`src/rtl/program_loader.sv`:
```
// Boot loader for the UART word path: length header, N words into imem, then
// releases the CPU and routes later words into a show-ahead input FIFO.
module program_loader #(
    parameter int ADDR_WIDTH = 14,
    parameter int FIFO_DEPTH = 8
) (
    input  logic                  CLK,
    input  logic                  RST,
    input  logic [31:0]           word,
    input  logic                  word_ready,
    output logic                  imem_we,
    output logic [ADDR_WIDTH-1:0] imem_addr,
    output logic [31:0]           imem_wdata,
    output logic                  cpu_run,
    input  logic                  in_pop,
    output logic [31:0]           in_data,
    output logic                  in_empty,
    output logic                  len_error,
    output logic                  overflow
);
    localparam int PW = $clog2(FIFO_DEPTH);
    localparam logic [ADDR_WIDTH:0] MAX_WORDS = {1'b1, {ADDR_WIDTH{1'b0}}};
    localparam logic [31:0] MAX_WORDS32 = 32'(MAX_WORDS);

    typedef enum logic [1:0] {WAIT_LEN = 2'd0, LOAD = 2'd1, RUN = 2'd2} state_t;

    state_t                state_q, state_d;
    logic                  ready_q;
    logic [ADDR_WIDTH:0]   remaining_q, remaining_d;
    logic [ADDR_WIDTH-1:0] addr_q, addr_d;
    logic                  we_q, we_d;
    logic [ADDR_WIDTH-1:0] waddr_q, waddr_d;
    logic [31:0]           wdata_q, wdata_d;
    logic                  len_err_q, len_err_d;
    logic                  ovf_q, ovf_d;
    logic [PW:0]           wr_ptr_q, wr_ptr_d, rd_ptr_q, rd_ptr_d;
    logic [31:0]           mem_q [FIFO_DEPTH];
    logic                  new_word, full, empty, push_req, push_ok, pop_ok;

    assign new_word = word_ready & ~ready_q;

    always_comb begin
        state_d     = state_q;
        remaining_d = remaining_q;
        addr_d      = addr_q;
        we_d        = 1'b0;
        waddr_d     = waddr_q;
        wdata_d     = wdata_q;
        len_err_d   = len_err_q;
        case (state_q)
            WAIT_LEN: begin
                if (new_word) begin
                    addr_d = '0;
                    if (word == 32'd0) begin
                        state_d = RUN;
                    end else if (word > MAX_WORDS32) begin
                        remaining_d = MAX_WORDS;
                        len_err_d   = 1'b1;
                        state_d     = LOAD;
                    end else begin
                        remaining_d = word[ADDR_WIDTH:0];
                        state_d     = LOAD;
                    end
                end
            end
            LOAD: begin
                // Leave one cycle after the last write so cpu_run trails the final pulse.
                if (remaining_q == '0) begin
                    state_d = RUN;
                end else if (new_word) begin
                    we_d        = 1'b1;
                    waddr_d     = addr_q;
                    wdata_d     = word;
                    addr_d      = addr_q + 1'b1;
                    remaining_d = remaining_q - 1'b1;
                end
            end
            RUN: ;
            default: state_d = WAIT_LEN;
        endcase
    end

    always_comb begin
        empty    = (wr_ptr_q == rd_ptr_q);
        full     = (wr_ptr_q[PW] != rd_ptr_q[PW]) && (wr_ptr_q[PW-1:0] == rd_ptr_q[PW-1:0]);
        push_req = new_word && (state_q == RUN);
        pop_ok   = in_pop && !empty;
        // A full FIFO still accepts a push when the head is popped in the same cycle.
        push_ok  = push_req && (!full || pop_ok);
        wr_ptr_d = push_ok ? wr_ptr_q + 1'b1 : wr_ptr_q;
        rd_ptr_d = pop_ok  ? rd_ptr_q + 1'b1 : rd_ptr_q;
        ovf_d    = ovf_q | (push_req & full & ~pop_ok);
    end

    always_ff @(posedge CLK) begin
        if (RST) begin
            state_q     <= WAIT_LEN;
            ready_q     <= 1'b1;
            remaining_q <= '0;
            addr_q      <= '0;
            we_q        <= 1'b0;
            waddr_q     <= '0;
            wdata_q     <= '0;
            len_err_q   <= 1'b0;
            ovf_q       <= 1'b0;
            wr_ptr_q    <= '0;
            rd_ptr_q    <= '0;
        end else begin
            state_q     <= state_d;
            ready_q     <= word_ready;
            remaining_q <= remaining_d;
            addr_q      <= addr_d;
            we_q        <= we_d;
            waddr_q     <= waddr_d;
            wdata_q     <= wdata_d;
            len_err_q   <= len_err_d;
            ovf_q       <= ovf_d;
            wr_ptr_q    <= wr_ptr_d;
            rd_ptr_q    <= rd_ptr_d;
        end
    end

    always_ff @(posedge CLK) begin
        if (!RST && push_ok) mem_q[wr_ptr_q[PW-1:0]] <= word;
    end

    assign imem_we    = we_q;
    assign imem_addr  = waddr_q;
    assign imem_wdata = wdata_q;
    assign cpu_run    = (state_q == RUN);
    assign in_data    = mem_q[rd_ptr_q[PW-1:0]];
    assign in_empty   = empty;
    assign len_error  = len_err_q;
    assign overflow   = ovf_q;
endmodule

```
`config.mk`:
```
export PLATFORM = sky130hd
export DESIGN_NAME = program_loader
export DESIGN_NICKNAME = d
export VERILOG_FILES = /design/src/rtl/program_loader.sv
export SDC_FILE = /design/constraint.sdc
export NUM_CORES = 1
export LEC_CHECK = 0
export CORE_MARGIN = 10
export CORE_UTILIZATION = 32
export CTS_CLUSTER_SIZE = 28
export DETAILED_ROUTE_END_ITERATION = 7
export GPL_ROUTABILITY_DRIVEN = 1
export PLACE_DENSITY_LB_ADDON = 0.1
export SETUP_SLACK_MARGIN = 0.3
export SYNTH_ARGS = -nofsm -noshare
export SYNTH_HDL_FRONTEND = slang
export SYNTH_SLANG_ARGS = --single-unit
```
`constraint.sdc`:
```
create_clock -name CLK -period 5.6 [get_ports CLK]
set_input_delay 1.12 -clock CLK [delete_from_list [all_inputs] [get_ports CLK]]
set_output_delay 1.12 -clock CLK [all_outputs]
set_load 0.05 [all_outputs]
```
==> results, run 1 <==
- The flow ran to the end, and the final reports show no timing, DRC or antenna violations.
- The synthesized cell area is 13,700 sq um.
- The floorplan die height is 227 microns.
- By area the synthesized netlist is led by edfxtp_1 (56%), dfxtp_1 (13%), mux4_2 (11%).
- The final non-filler cell total is 1,567.
- 0 antenna diodes ended up in the layout.
- The fraction of power consumed by combinational cells is 0.036.
- Counting tap cells, the placed design contains a total of 1,494 instances.
- Of the total power, registers draw 0.517.
- The share of total power dissipated in the clock network is 0.447.
- The cell-internal power is 0.00422 W.
- The die covers 51,400 sq um.
- The number of nets in the synthesized netlist is 906.
- The clock root buffer is clkbuf_16.
- The average instance in the mapped netlist occupies 15.8 sq um.
- The number of vias after detailed routing is 7,818.
- Setup total negative slack on the finished layout was measured at 0 ns.
- Timing would allow up to 232 MHz.
- Detailed placement finished with a half-perimeter wire length of 22.2 mm.
- Global routing finished with a remaining overflow of 0.
- Data arrives at the worst endpoint at 3.20 ns.
- The number of nets with antenna violations after routing is 0.
- The transition time of the tightest slew-check pin is 0.928 ns.
- Counting the fill cells in the layout gives 3,864.
- The placement row count is 75.
- The number of different library cells used by synthesis comes to 53.
- The share of the clock period used by the worst path after layout is 0.771.
- The number of global-route vias before repair is 8,232.
- The wire length after detailed routing is 35.9 mm.
- The final layout contains 1,038 nets.
- In this run, synthesis inferred 256 flip-flops with an integrated enable.
- The die is 227 microns wide.
- TritonCTS built the clock tree.
- The fraction of the mapped netlist area in compound gates is 0.0554.
- Of the total synthesized cell area, the portion taken by full adders, half adders and majority gates is 0.00366.
- The area share of xor/xnor cells in the synthesized design is 0.0160.
- In this run the standard cell core region covers 42,100 sq um.
- The cell type with the highest aggregate area in the netlist is edfxtp_1.
- Clock latency on the worst-skew pair, taken at its later pin, is 0.56 ns.
- The top cell types in the final layout, fill and taps aside, are edfxtp_1 (256), clkdlybuf4s50_1 (117), nand2_1 (98).
- After technology mapping, the gate count stands at 866.
- The share of synthesized area in the top cell type comes to 0.562.
- The main combinational cell family by area after synthesis is multiplexers.
- The number of primary I/O pins is 119.
- The worst min-delay path class is reg -> reg.
- The power per cell area is 321 nW/um^2.
- The setup clock skew after layout is 0.0189 ns.
- After clock tree synthesis, the setup repair step added 0 buffers.
- In the synthesized netlist the async set-or-reset flop fraction comes to 0.
- The number of clock sinks is 348.
- The count of buffers added on input and output ports is 118.
- After the first detailed-routing iteration, the DRC count stood at 428.
- Compared with the post-synthesis result, the final layout area differs by 22.6%.
- The global-route wire length before repair is 54.4 mm.
- The clock passes through at most 3 buffers.
- The average via count per standard cell is 4.99.
- The max-slew violation count came to 0.
- The overall track demand over capacity in global routing is 0.142.
- The initial core utilization is 0.325.
- The number of antenna violations at the first check in global routing is 1.
- The first TritonRoute pass finished after 5 iterations.
- The fraction of layout cells with a size suffix above 1 is 0.196.
- The CTS H-tree depth is 2.
- The clock period could shrink to 4.32 ns.
- Synthesis inferred 348 register bits.
- Yosys printed 0 warnings.
- Setup violations remaining at the end of the flow were counted as 0.
- The net switching power is 0.00116 W.
- The critical setup path kind is reg -> out.
- The number of hold violations in the final report is 0.
- The library cell used most frequently in the layout, excluding fill and tap cells, is edfxtp_1.
- Setup repair after global routing left no endpoint under its margin.
- Among all flip-flop cells after synthesis, the most frequent one is edfxtp_1.
- The worst relative slew slack is 0.373.
- After clock tree synthesis, the repair step resized 0 gates.
- In this run, post-CTS hold repair placed 0 buffers.
- The post-detailed-route wirelength per cell is 22.9 microns.
- TritonCTS created 41 clock buffers.
- The worst setup path is captured at a primary output.
- Entering global routing, the biggest net connects 65 pins.
- The simple-gate share of the synthesized area is 0.0752.
- The analysis attributes to cell leakage a power of 5.19 nW.
- After clock tree synthesis, the clock-pin slew on the worst setup and hold paths is 0.05 ns.
- Of the synthesized area, sequential elements account for 0.696.
- The post-synthesis mux area share is 0.134.
- At the end of routability-driven placement, the weighted congestion stood at 0.741.
- The post-route DRC violation count is 0.
- VDD sags by at most 0.196 mV.
- Of the total power, the share spent switching nets is 0.216.
- The launching element type of the critical path is a flop.
- At the worst endpoint, the required time is 4.48 ns.
- The maximum fanout count along the critical path is 46.
- The tool flagged a number of max-cap violations equal to 0.
[final cells by class]
| type | instances | area (sq um) | share of cell area |
|---|---|---|---|
| flip-flops and latches | 348 | 9540 | 0.568 |
| clock buffers | 58 | 1110 | 0.0661 |
| well taps | 539 | 674 | 0.0402 |
| inverters | 6 | 22.5 | 0.00134 |
| multi-input cells | 462 | 3960 | 0.236 |
| repair buffers | 139 | 1390 | 0.0826 |
| clock inverters | 15 | 95.1 | 0.00567 |
[Yosys cell counts, types with 5 or more instances]
master,n
xor2_1,22
nor2_1,36
nor4_1,13
mux4_2,64
a211oi_2,10
nand2_1,98
and3_1,5
buf_1,8
clkbuf_1,29
mux2_2,32
edfxtp_1,256
or4_1,7
inv_1,6
nor3_1,8
nand3_1,7
buf_6,5
a22oi_1,10
nand4_1,8
nand2b_1,5
or3_1,7
a21oi_1,72
o21ai_0,7
dfxtp_1,92
[flip-flops by register name, summed over array words and instances (netlist names), 2 cells and up, named ones only]
register,cells
wr_ptr_q,4
imem_addr,14
state_q,2
rd_ptr_q,4
addr_q,14
mem_q,256
imem_wdata,32
remaining_q,15
[worst paths after layout]
kind | startpoint | end | slack [ns] | cells past startpoint
worst max-delay path | flop | in_data[1] | 1.28 | 4
worst min-delay path | imem_addr[8] | imem_addr[8] | 0.45 | 2
worst max register to register | wr_ptr_q[0] | mem_q[6][26] | 2.47 | 6
worst min register to register | imem_addr[8] | imem_addr[8] | 0.45 | 2
[worst max-delay path, stage by stage, from the launching register on]
cell,delay [ns]
dfxtp_4,0.62
buf_12,0.43
mux4_2,0.57
mux2_2,0.31
clkdlybuf4s50_1,0.71
[metrics by stage]
| step | hold slack, ns | utilization | area [sq um] | worst slack, ns | power [W] |
|---|---|---|---|---|---|
| after floorplan | 0.440 | - | 13700 | 0.720 | 0.00293 |
| after global placement | 0.441 | 0.370 | 15600 | 1.56 | 0.00303 |
| after detailed placement | 0.446 | 0.370 | 15600 | 1.59 | 0.00303 |
| after CTS | 0.454 | 0.398 | 16800 | 1.15 | 0.00547 |
| after global routing | 0.469 | 0.398 | 16800 | 1.10 | 0.00559 |
| final | 0.451 | 0.398 | 16800 | 1.28 | 0.00538 |
[per-layer routing]
metal | vias up | global-route usage | routed length (microns)
met2 | 171 | 0.225 | 16900
met1 | 3985 | 0.191 | 16400
met4 | 0 | 0.0409 | 584
li1 | 3617 | - | -
met3 | 45 | 0.0318 | 2010
met5 | - | 0 | 0
[power by group through the flow]
stage                     Combinational [W]  Sequential [W]  Clock (W)
after floorplan                   0.0000925         0.00284          0
after global placement             0.000196         0.00284          0
after detailed placement           0.000196         0.00284          0
after CTS                          0.000197         0.00278    0.00249
after global routing               0.000213         0.00278    0.00259
final                              0.000195         0.00278    0.00240
[cells by family (layout without fill, tap and decap cells)]
kind of cell,count (synthesis),after routing
flip-flops,348,348
AND/OR/NAND/NOR,215,215
AO/OA/AOI/OAI,119,119
multiplexers,99,99
buffers and inverters,56,218
XOR/XNOR,25,25
adder cells (fa/ha/maj),4,4
(Power assumes the default switching activity.)
==> inputs of run 2 (changes only) <==
- clock period: 5.6 -> 4.21 ns (I/O delays scaled with it)
==> run 2 against run 1 <==
  * Cell count up 2.0%
  * Total power up 33%
  * Setup slack worse by 0.85 ns
  * Design area up 1.9%
  * Combinational power rose by 46%
  * Sequential share of layout area shrank 1.1 points
  * Register-to-register slack lost 1.3 ns
  * Critical path type unchanged
  * Highest routed layer unchanged
==> results, run 2 (synthesis results as in run 1) <==
- The initial core utilization is 0.325 (unchanged).
- Walking the worst path, the cells encountered are buf_12, mux4_2, mux2_2, clkdlybuf4s50_1.
- The launching element type of the critical path is a flop.
- The standard cell area after detailed placement is 15,900 sq um (+2.1%).
- The x dimension of the die was 227 microns (unchanged).
- The critical path endpoint category is a primary output.
- The HPWL after detailed placement is 22.7 mm (+2.2%).
- The area of all placed cells without fillers is 17,100 sq um (+1.9%).
- The area used by multi-input combinational logic is 3970 sq um (+0.32%).
- The beginning of the worst register-to-register path is wr_ptr_q[0].
- The number of antenna repair diodes was 0 (unchanged).
- Grouping stages by cell kind, the critical path spends the most delay in buffers and inverters.
- The fraction of layout cells with a size suffix above 1 is 0.218 (+0.0216).
- The CTS H-tree depth is 2 (unchanged).
- The maximum clock insertion buffer count is 3 (unchanged).
- The number of flip-flops in the largest register is 256 (unchanged).
- The number of buffer and inverter stages on the critical path is 2 (unchanged).
- The number of buffer cells added on primary ports is 118 (unchanged).
- The clock-pin slew on the worst setup and hold paths is 0.06 ns (about the same).
- The number of hold violations in the final report was 0 (unchanged).
- The transition time of the tightest slew-check pin is 0.964 ns (+0.0363 ns).
- The post-detailed-route wirelength per cell is 22.9 microns (about the same).
- Of the available clock period, the critical path in the final layout requires 0.897.
- The placement row count is 75 (unchanged).
- The worst reg-to-reg setup slack was 1.19 ns (-1.28 ns).
- The power per cell area is 419 nW/um^2 (+31%).
- The global-route wire length before repair was 54.8 mm (+0.80%).
- The number of global-route vias before repair is 8,332 (+1.2%).
- The startpoint identified for the worst hold timing path is imem_wdata[19].
- For hold timing, the worst endpoint is imem_wdata[19].
- The final-stage net count is 1,069 (+3.0%).
- The post-route DRC violation count is 0 (unchanged).
- The number of buffers inserted during clock tree synthesis was 40 (-2.4%).
- The number of fill cells in the layout was 3,827 (-0.96%).
- The worst setup path is of the reg -> out kind.
- The overall track demand over capacity in global routing came to 0.144 (+0.00219).
- The insertion delay to the later sink of the worst-skew pair is 0.55 ns (about the same).
- The global placer's final weighted congestion was 0.717 (-3.3%).
- The max-slew violation count is 0 (unchanged).
- The number of vias after detailed routing was 8,057 (+3.1%).
- The floorplan die height came to 227 microns (unchanged).
- The number of violations of the max-capacitance limit is 0 (unchanged).
- The number of optimization iterations in the first detailed-route pass is 5 (unchanged).
- The setup clock skew after layout is 0.0154 ns (-0.00351 ns).
- The data required time of the worst path was 3.37 ns (-1.11 ns).
- The final total power was 0.00717 W (+33%).
- The post-CTS setup buffer count is 0 (unchanged).
- The delay of the slowest critical-path stage is 0.71 ns (about the same).
- The number of primary I/O pins was 119 (unchanged).
- The global-route congestion overflow total came to 0 (unchanged).
- The cell depth of the worst min-delay path was 2 (unchanged).
- The core footprint came to 42,100 sq um (unchanged).
- The setup TNS after final layout was 0 ns (unchanged).
- The area of all sequential standard cells is 9540 sq um (unchanged).
- The worst reg-to-reg path cell count was 6 (unchanged).
- The most common cell after layout, fill and taps aside is edfxtp_1.
- The number of antenna violations at the first check in global routing is 0 (-1).
- The pre-CTS setup slack is 0.395 ns (-1.19 ns).
- The first-iteration detailed-routing DRC count is 546 (+28%).
- The maximum fanout count along the critical path is 21 (-54%).
- The worst relative slew slack came to 0.349 (-0.0245).
- The worst min-delay path class is reg -> reg.
- The total setup violations reported at the end of the flow came to 0 (unchanged).
- The die outline area is 51,400 sq um (unchanged).
- The wire length after detailed routing is 36.7 mm (+2.0%).
- The cell type of the slowest stage on the worst timing path is clkdlybuf4s50_1.
- The number of clock sinks is 348 (unchanged).
- The data arrival at the endpoint of the critical path is 2.93 ns (-0.27 ns).
- Static timing analysis puts the maximum clock frequency at 265 MHz.
- The minimum setup slack in the final design came to 0.435 ns (-0.848 ns).
- The worst supply voltage drop on vdd is 0.244 mV (+24%).
- The worst reg2reg path endpoint is mem_q[4][1].
- The flow ran to the end, and the final reports show no timing, DRC or antenna violations.
- The average via count per standard cell came to 5.04 (+1.1%).
- The leakage power figure is 5.41 nW (+4.3%).
- The root buffer cell chosen for the clock tree is clkbuf_16.
- The number of nets with antenna violations after routing is 0 (unchanged).
- The clock tree from TritonCTS is built.
- The pin count of the biggest net entering global routing is 62 (-4.6%).
- Leaving out fill and tap cells, the most frequent cells in the layout are edfxtp_1 (256), clkdlybuf4s50_1 (110), nand2_1 (98).
- The area growth from synthesis to layout is 25.0%.
- Setup repair after global routing left no endpoint under its margin.
- The post-layout minimum cycle time is 3.78 ns.
## run 2: cell types whose count changed in the layout (fill, tap and decap cells not counted), sizes merged
cell	previous run	this run
buf	22	54
bufinv	0	1
clkbuf	58	54
clkdlybuf4s50	117	110
clkinv	13	15
clkinvlp	1	0
dlymetal6s2s	0	7
inv	7	8
## run 2: repair_timing
action                                  CTS  global route
endpoints found under the setup margin    0             7
endpoints found under the hold margin     0             0
hold buffers                              0             0
gates resized for setup                   0             7
## run 2: tightest hold or removal path: stages, from the launching register on
cell and delay (ns):
dfxtp_1 0.30, nand2_1 0.05, a21oi_1 0.05
## run 2: routing by layer
metal | vias to the layer above | track usage | wire [microns]
met5 | - | 0 | 0
met4 | 0 | 0.0415 | 660
met3 | 51 | 0.0323 | 2070
met2 | 194 | 0.220 | 16900
met1 | 4134 | 0.201 | 17000
li1 | 3678 | - | -
## run 2: power by group
part | switching (W) | internal (W)
Combinational | 0.000178 | 0.000105
Sequential | 0.0000138 | 0.00369
Clock | 0.00134 | 0.00185
Total | 0.00153 | 0.00564
## run 2: how the worst max path moves through the flow
stage / cells after the start / to / slack (ns)
after floorplan: 6 / mem_q[7][0] / 0.19
after global placement: 6 / remaining_q[10] / 0.39
after detailed placement: 6 / remaining_q[6] / 0.39
after CTS: 4 / in_data[20] / 0.33
after global routing: 4 / in_data[3] / 0.31
final: 4 / in_data[0] / 0.43
## run 2: stage by stage
step	util	hold slack, ns	instances
floorplan	-	0.440	866
global placement	0.377	0.440	1526
detailed placement	0.377	0.445	1526
CTS	0.405	0.453	1598
global route	0.406	0.466	1598
finish	0.406	0.452	1598
## run 2: area by class of cell
| class | count | share of cell area |
|---|---|---|
| sequential | 348 | 0.558 |
| multi-input combinational | 462 | 0.232 |
| timing repair buffer | 171 | 0.101 |
| clock buffer | 54 | 0.0628 |
| tap | 539 | 0.0394 |
| clock inverter | 18 | 0.00636 |
| inverter | 6 | 0.00132 |
==> inputs of run 3 (changes only) <==
- DONT_BUFFER_PORTS: unset -> 1
- RECOVER_POWER: unset -> 100
- SLEW_MARGIN: unset -> 5
==> run 3 against run 2 <==
  * Clock-buffer cell count grew 6
  * Die area did not move
  * Critical path depth decreased by 1
  * Clock skew is 0.0041 ns higher
  * Sequential power about the same
  * Critical endpoint is now in_data[4]
  * Largest power group unchanged
==> results, run 3 (synthesis results as in run 1) <==
- The number of nets with antenna violations after routing is 0 (unchanged).
- The die outline area was 51,400 sq um (unchanged).
- The fraction of layout cells with a size suffix above 1 is 0.207 (-0.0113).
- The cell sitting at the root of the clock tree is a clkbuf_16.
- The final total power is 0.00741 W (+3.4%).
- The number of antenna repair diodes is 0 (unchanged).
- The top cell types in the final layout, fill and taps aside, are edfxtp_1 (256), nand2_1 (99), dfxtp_1 (89).
- The pin count of the biggest net entering global routing is 84 (+35%).
- The highest achievable clock rate is 271 MHz (+2.5%).
- The placement row count is 75 (unchanged).
- The switching share of power came to 0.197 (-0.0166).
- The clock-pin slew on the worst setup and hold paths was 0.05 ns (about the same).
- The final-layout worst hold slack is 0.367 ns (-0.0844 ns).
- The worst supply voltage drop on vdd is 0.230 mV (-5.7%).
- The number of buffer cells added on primary ports came to 0 (-100%).
- The wire length after detailed routing is 36.0 mm (-1.8%).
- The data arrival at the endpoint of the critical path is 2.84 ns (-0.09 ns).
- The number of violations of the max-capacitance limit is 0 (unchanged).
- The floorplan die height is 227 microns (unchanged).
- The first-iteration detailed-routing DRC count was 719 (+32%).
- The critical path endpoint category is a primary output.
- The max-slew violation count is 0 (unchanged).
- The number of hold violations in the final report is 0 (unchanged).
- The fraction of power consumed by combinational cells is 0.018 (-0.022).
- The launching element type of the critical path is a flop.
- The relative contribution of sequential cells to total power is 0.501 (-0.015).
- The post-route DRC violation count is 0 (unchanged).
- The number of flip-flops in the largest register is 256 (unchanged).
- The worst min-delay path class is in -> reg.
- The insertion delay to the later sink of the worst-skew pair is 0.55 ns (about the same).
- The core footprint is 42,100 sq um (unchanged).
- The flow ran to the end, and the final reports show no timing, DRC or antenna violations.
- The CTS H-tree depth came to 2 (unchanged).
- The maximum clock insertion buffer count is 3 (unchanged).
- The number of global-route vias before repair is 7,899 (-5.2%).
- The number of buffers inserted during clock tree synthesis is 41 (+2.5%).
- The leakage power figure was 4.85 nW (-11%).
- The number of optimization iterations in the first detailed-route pass came to 4 (-1).
- The transition time of the tightest slew-check pin is 1.25 ns (+0.281 ns).
- The setup TNS after final layout came to 0 ns (unchanged).
- Setup repair after global routing left no endpoint under its margin.
- The post-layout minimum cycle time is 3.68 ns (-0.0908 ns).
- The total setup violations reported at the end of the flow is 0 (unchanged).
- The area overhead of the layout relative to synthesis is 15.2%.
- The post-CTS setup buffer count came to 0 (unchanged).
- The number of fill cells in the layout is 3,869 (+1.1%).
- The number of antenna violations at the first check in global routing is 0 (unchanged).
- The overall track demand over capacity in global routing came to 0.140 (-0.00354).
- The number of vias after detailed routing was 7,633 (-5.3%).
- The worst relative slew slack came to 0.170 (-0.179).
- Walking the worst path, the cells encountered are buf_12, mux4_2, mux2_1.
- The number of primary I/O pins is 119 (unchanged).
- The initial core utilization is 0.325 (unchanged).
- The global-route congestion overflow total is 0 (unchanged).
- The area of all sequential standard cells is 9530 sq um (about the same).
- The HPWL after detailed placement is 22.0 mm (-3.2%).
- The post-detailed-route wirelength per cell is 24.8 microns (+8.0%).
- The cell-internal power was 0.00595 W (+5.6%).
- The net switching power is 0.00146 W (-4.6%).
- The power share of the clock group is 0.481 (+0.037).
- The global placer's final weighted congestion is 0.732 (+2.1%).
- The hold buffer count at CTS is 0 (unchanged).
- The slowest stage of the critical path belongs to the cell dfxtp_2.
- TritonCTS built the clock tree.
- The setup clock skew after layout is 0.0195 ns (+0.00407 ns).
- The area used by multi-input combinational logic came to 3920 sq um (-1.3%).
- The average via count per standard cell is 5.25 (+4.2%).
- The delay of the slowest critical-path stage is 0.82 ns (+0.11 ns).
- The number of clock sinks is 348 (unchanged).
- The library cell used most frequently in the layout, excluding fill and tap cells, is edfxtp_1.
- The data required time of the worst path was 3.37 ns (about the same).
- The global-route wire length before repair came to 53.0 mm (-3.3%).
- The post-cts resize count is 0 (unchanged).
- The x dimension of the die is 227 microns (unchanged).
- The final-stage net count was 921 (-14%).
- The maximum fanout count along the critical path is 33 (+57%).
- The power per cell area is 470 nW/um^2 (+12%).
- The share of the clock period used by the worst path after layout came to 0.875 (-0.0216).
- The critical path is of the reg -> out type.
-- run 3: area by class of cell --
class	instances	area share
Inverter	6	0.00143
Tap cell	539	0.0428
Sequential cell	348	0.604
Timing Repair Buffer	22	0.0158
Multi-Input combinational cell	462	0.248
Clock buffer	60	0.0757
Clock inverter	16	0.0116
-- run 3: worst max-delay path, delay by kind of cell, from the launching register on --
family,cells,cell delay [ns]
mux,2,1.07
buf+inv,1,0.35
flops,1,0.82
-- run 3: stage by stage --
stage | instance area, sq um | std cells | setup WS [ns] | util
floorplan | 13700 | 866 | 0.187 | -
CTS | 15800 | 1453 | 0.682 | 0.376
global route | 15800 | 1453 | 0.314 | 0.374
detailed placement | 14500 | 1377 | 1.10 | 0.343
finish | 15800 | 1453 | 0.526 | 0.374
global placement | 14500 | 1377 | 1.19 | 0.343
-- run 3: final timing paths --
| path | start | to | slack (ns) | cells after the start |
|---|---|---|---|---|
| setup / recovery | flop | in_data[4] | 0.53 | 3 |
| hold / removal | RST | imem_wdata[9] | 0.37 | 1 |
| setup reg to reg | remaining_q[0] | imem_wdata[29] | 0.58 | 8 |
| hold reg to reg | addr_q[13] | imem_addr[13] | 0.46 | 2 |
-- run 3: power by group through the flow --
stage	Combinational, W	Sequential, W	Clock, W
after floorplan	0.000123	0.00378	0
after global placement	0.000132	0.00378	0
after detailed placement	0.000134	0.00378	0
after CTS	0.000134	0.00371	0.00368
after global routing	0.000144	0.00371	0.00382
final	0.000132	0.00371	0.00357
-- run 3: layer usage --
metal | wire, microns | share of wire | GRT usage | vias to the layer above
met5 | 0 | 0 | 0 | -
met3 | 2750 | 0.077 | 0.0422 | 64
met2 | 16900 | 0.47 | 0.220 | 230
li1 | - | - | - | 3382
met1 | 15500 | 0.43 | 0.181 | 3957
met4 | 880 | 0.024 | 0.0480 | 0
==> variant (config.mk and constraints of run 2) <==
The 3 states of `state_t` get a one-hot encoding in 3 bits.
--- a/src/rtl/program_loader.sv
+++ b/src/rtl/program_loader.sv
@@ -22,7 +22,7 @@
     localparam logic [ADDR_WIDTH:0] MAX_WORDS = {1'b1, {ADDR_WIDTH{1'b0}}};
     localparam logic [31:0] MAX_WORDS32 = 32'(MAX_WORDS);
 
-    typedef enum logic [1:0] {WAIT_LEN = 2'd0, LOAD = 2'd1, RUN = 2'd2} state_t;
+    typedef enum logic [2:0] {WAIT_LEN = 3'b001, LOAD = 3'b010, RUN = 3'b100} state_t;
 
     state_t                state_q, state_d;
     logic                  ready_q;
Behaviour: no difference found for any inputs over 4 cycles, from zero or initial values and one cycle with RST high; so few cycles prove little.
==> variant against run 2 <==
  * Largest cell class unchanged
  * Sequential cell count rose by 1
  * Synthesized area rose by 0.61%
  * Clock skew barely moved
  * Final area rose by 0.75%
  * Total power rose by 0.76%
  * Worst setup slack improved by 0.026 ns
  * Die area rose by 0.56%
  * Via count rose by 1.1%
  * Synthesized cell count rose by 2.4%
  * Routed wire length fell by 2.9%
==> variant: results (changes against run 2) <==
[outcome] result of the run finished clean
[synthesis] count of synthesis-stage warnings from yosys 0 [unchanged]
[placed_design] setup slack at placement 0.5669 ns [+0.1723 ns]
[worst_setup_path] cells on worst reg2reg path 7 [+1]
[worst_setup_path] worst flop-to-flop path endpoint addr_q[4]
[min_path] hold path startpoint imem_addr[3]
[drt] number of DRC violations after detailed-routing iteration 0 521 [-4.6%]
[finish] Data buffer area share 10.08% [+0.027 points]
[global_routing] GR Util All Layers 14.01% [-0.39 points]
[synthesis] synth unique cells 51 [-3.8%]
[power_and_ir_drop] fraction of power consumed by the clock network 44.6% [+0.2 points]
[synthesis] top post-synthesis cells by area sky130_fd_sc_hd__edfxtp_1 (56%), sky130_fd_sc_hd__dfxtp_1 (14%), sky130_fd_sc_hd__mux4_2 (10%)
[sta] final hold slack 0.4504 ns [-0.001170 ns]
[synthesis] Synth Net Count 927 [+2.3%]
[finish] share of final-layout standard cells stronger than drive strength 1 21.80% [about the same]
[finish] Clock Buffer Count 50 [-7.4%]
[drt] routed wire length per instance 21.87 um [-4.6%]
[finish] share of the final layout cell area in multi-input gates 23.37% [+0.18 points]
[min_path] end point of the most critical hold path imem_addr[3]
[finish] filler instances 3925 [+2.6%]
[global_routing] global-route wire length before repair 54.41 mm [-0.73%]
[finish] # nets final 1095 [+2.4%]
[drt] final WL 35.59 mm [-2.9%]
[finish] non-clock buffer instance count of the final layout 179 [+4.7%]
[sta] final clock skew 0.01574 ns [+0.0003268 ns]
[synthesis] post-synthesis sequential area ratio 69.36% [-0.28 points]
[finish] FF+latch area 9555 um2 [+0.21%]
[placed_design] dpl hpwl 21.51 mm [-5.2%]
[finish] number of inserted diodes 1 [+1]
[placed_design] routability-driven placement congestion ratio 0.7541 [+5.2%]
[power_and_ir_drop] maximum ir drop on the vdd rail 0.2391 mV [-1.9%]
[sta] actual transition at the worst max-transition pin 1.109 ns [+0.1449 ns]
[clock_tree] number of buffers added for setup after CTS 1 [+1]
[finish] number of inverters outside the clock class in the layout 8 [+2]
[power_and_ir_drop] Psw 1.570 mW [+2.6%]
[finish] multi-input combinational cell count 477 [+3.2%]
[finish] Clock-cell share 6.992% [+0.072 points]
[power_and_ir_drop] total leakage power 5.441 nW [+0.48%]
[synthesis] area of the mapped netlist 13770 um2 [+0.61%]
[drt] ratio of routed vias to standard cells 5.004 [-0.75%]
==> variant: cell types whose count changed in the layout (fill, tap and decap cells not counted), moves of 4 or more <==
cell                              before  now
sky130_fd_sc_hd__a211oi_1              4    8
sky130_fd_sc_hd__buf_4                44   54
sky130_fd_sc_hd__clkbuf_1             13    9
sky130_fd_sc_hd__clkdlybuf4s50_1     110  115
sky130_fd_sc_hd__dlymetal6s2s_1        7    2
sky130_fd_sc_hd__nand2_1              98  106
sky130_fd_sc_hd__nand3_1               6   13
sky130_fd_sc_hd__nor2_4                6    1
sky130_fd_sc_hd__o21ai_0               7   11
sky130_fd_sc_hd__xor2_1               22   12
==> variant: critical path: stages (launching register included) <==
cell	delay, ns
sky130_fd_sc_hd__dfxtp_4	0.53
sky130_fd_sc_hd__buf_12	0.27
sky130_fd_sc_hd__mux4_2	0.55
sky130_fd_sc_hd__mux2_2	0.29
sky130_fd_sc_hd__clkdlybuf4s50_1	0.71
==> variant: cells by family after synthesis <==
logic type | share of synthesized area, %
XOR/XNOR | 1.145
AND/OR/NAND/NOR | 7.534
flip-flops | 69.36
adder cells (fa/ha/maj) | 0.3635
buffers and inverters | 1.908
multiplexers | 13.30
AO/OA/AOI/OAI | 6.389
==> variant: worst max path at each step <==
stage                            from  slack (ns)         endpoint  cells after the start
after floorplan            state_q[2]        0.38      mem_q[0][0]                      6
final                        register        0.46      in_data[28]                      4
after CTS                 wr_ptr_q[0]        0.33         in_empty                      3
after global routing         register        0.30      in_data[25]                      4
after global placement     word_ready        0.60     mem_q[2][12]                      8
after detailed placement     word[15]        0.57  remaining_q[14]                      7
==> variant: per-layer routing <==
layer	share of wire [%]	GRT usage [%]
met5	0	0
met4	2.1	4.256
met3	4.9	3.050
met2	47	22.71
met1	46	18.47
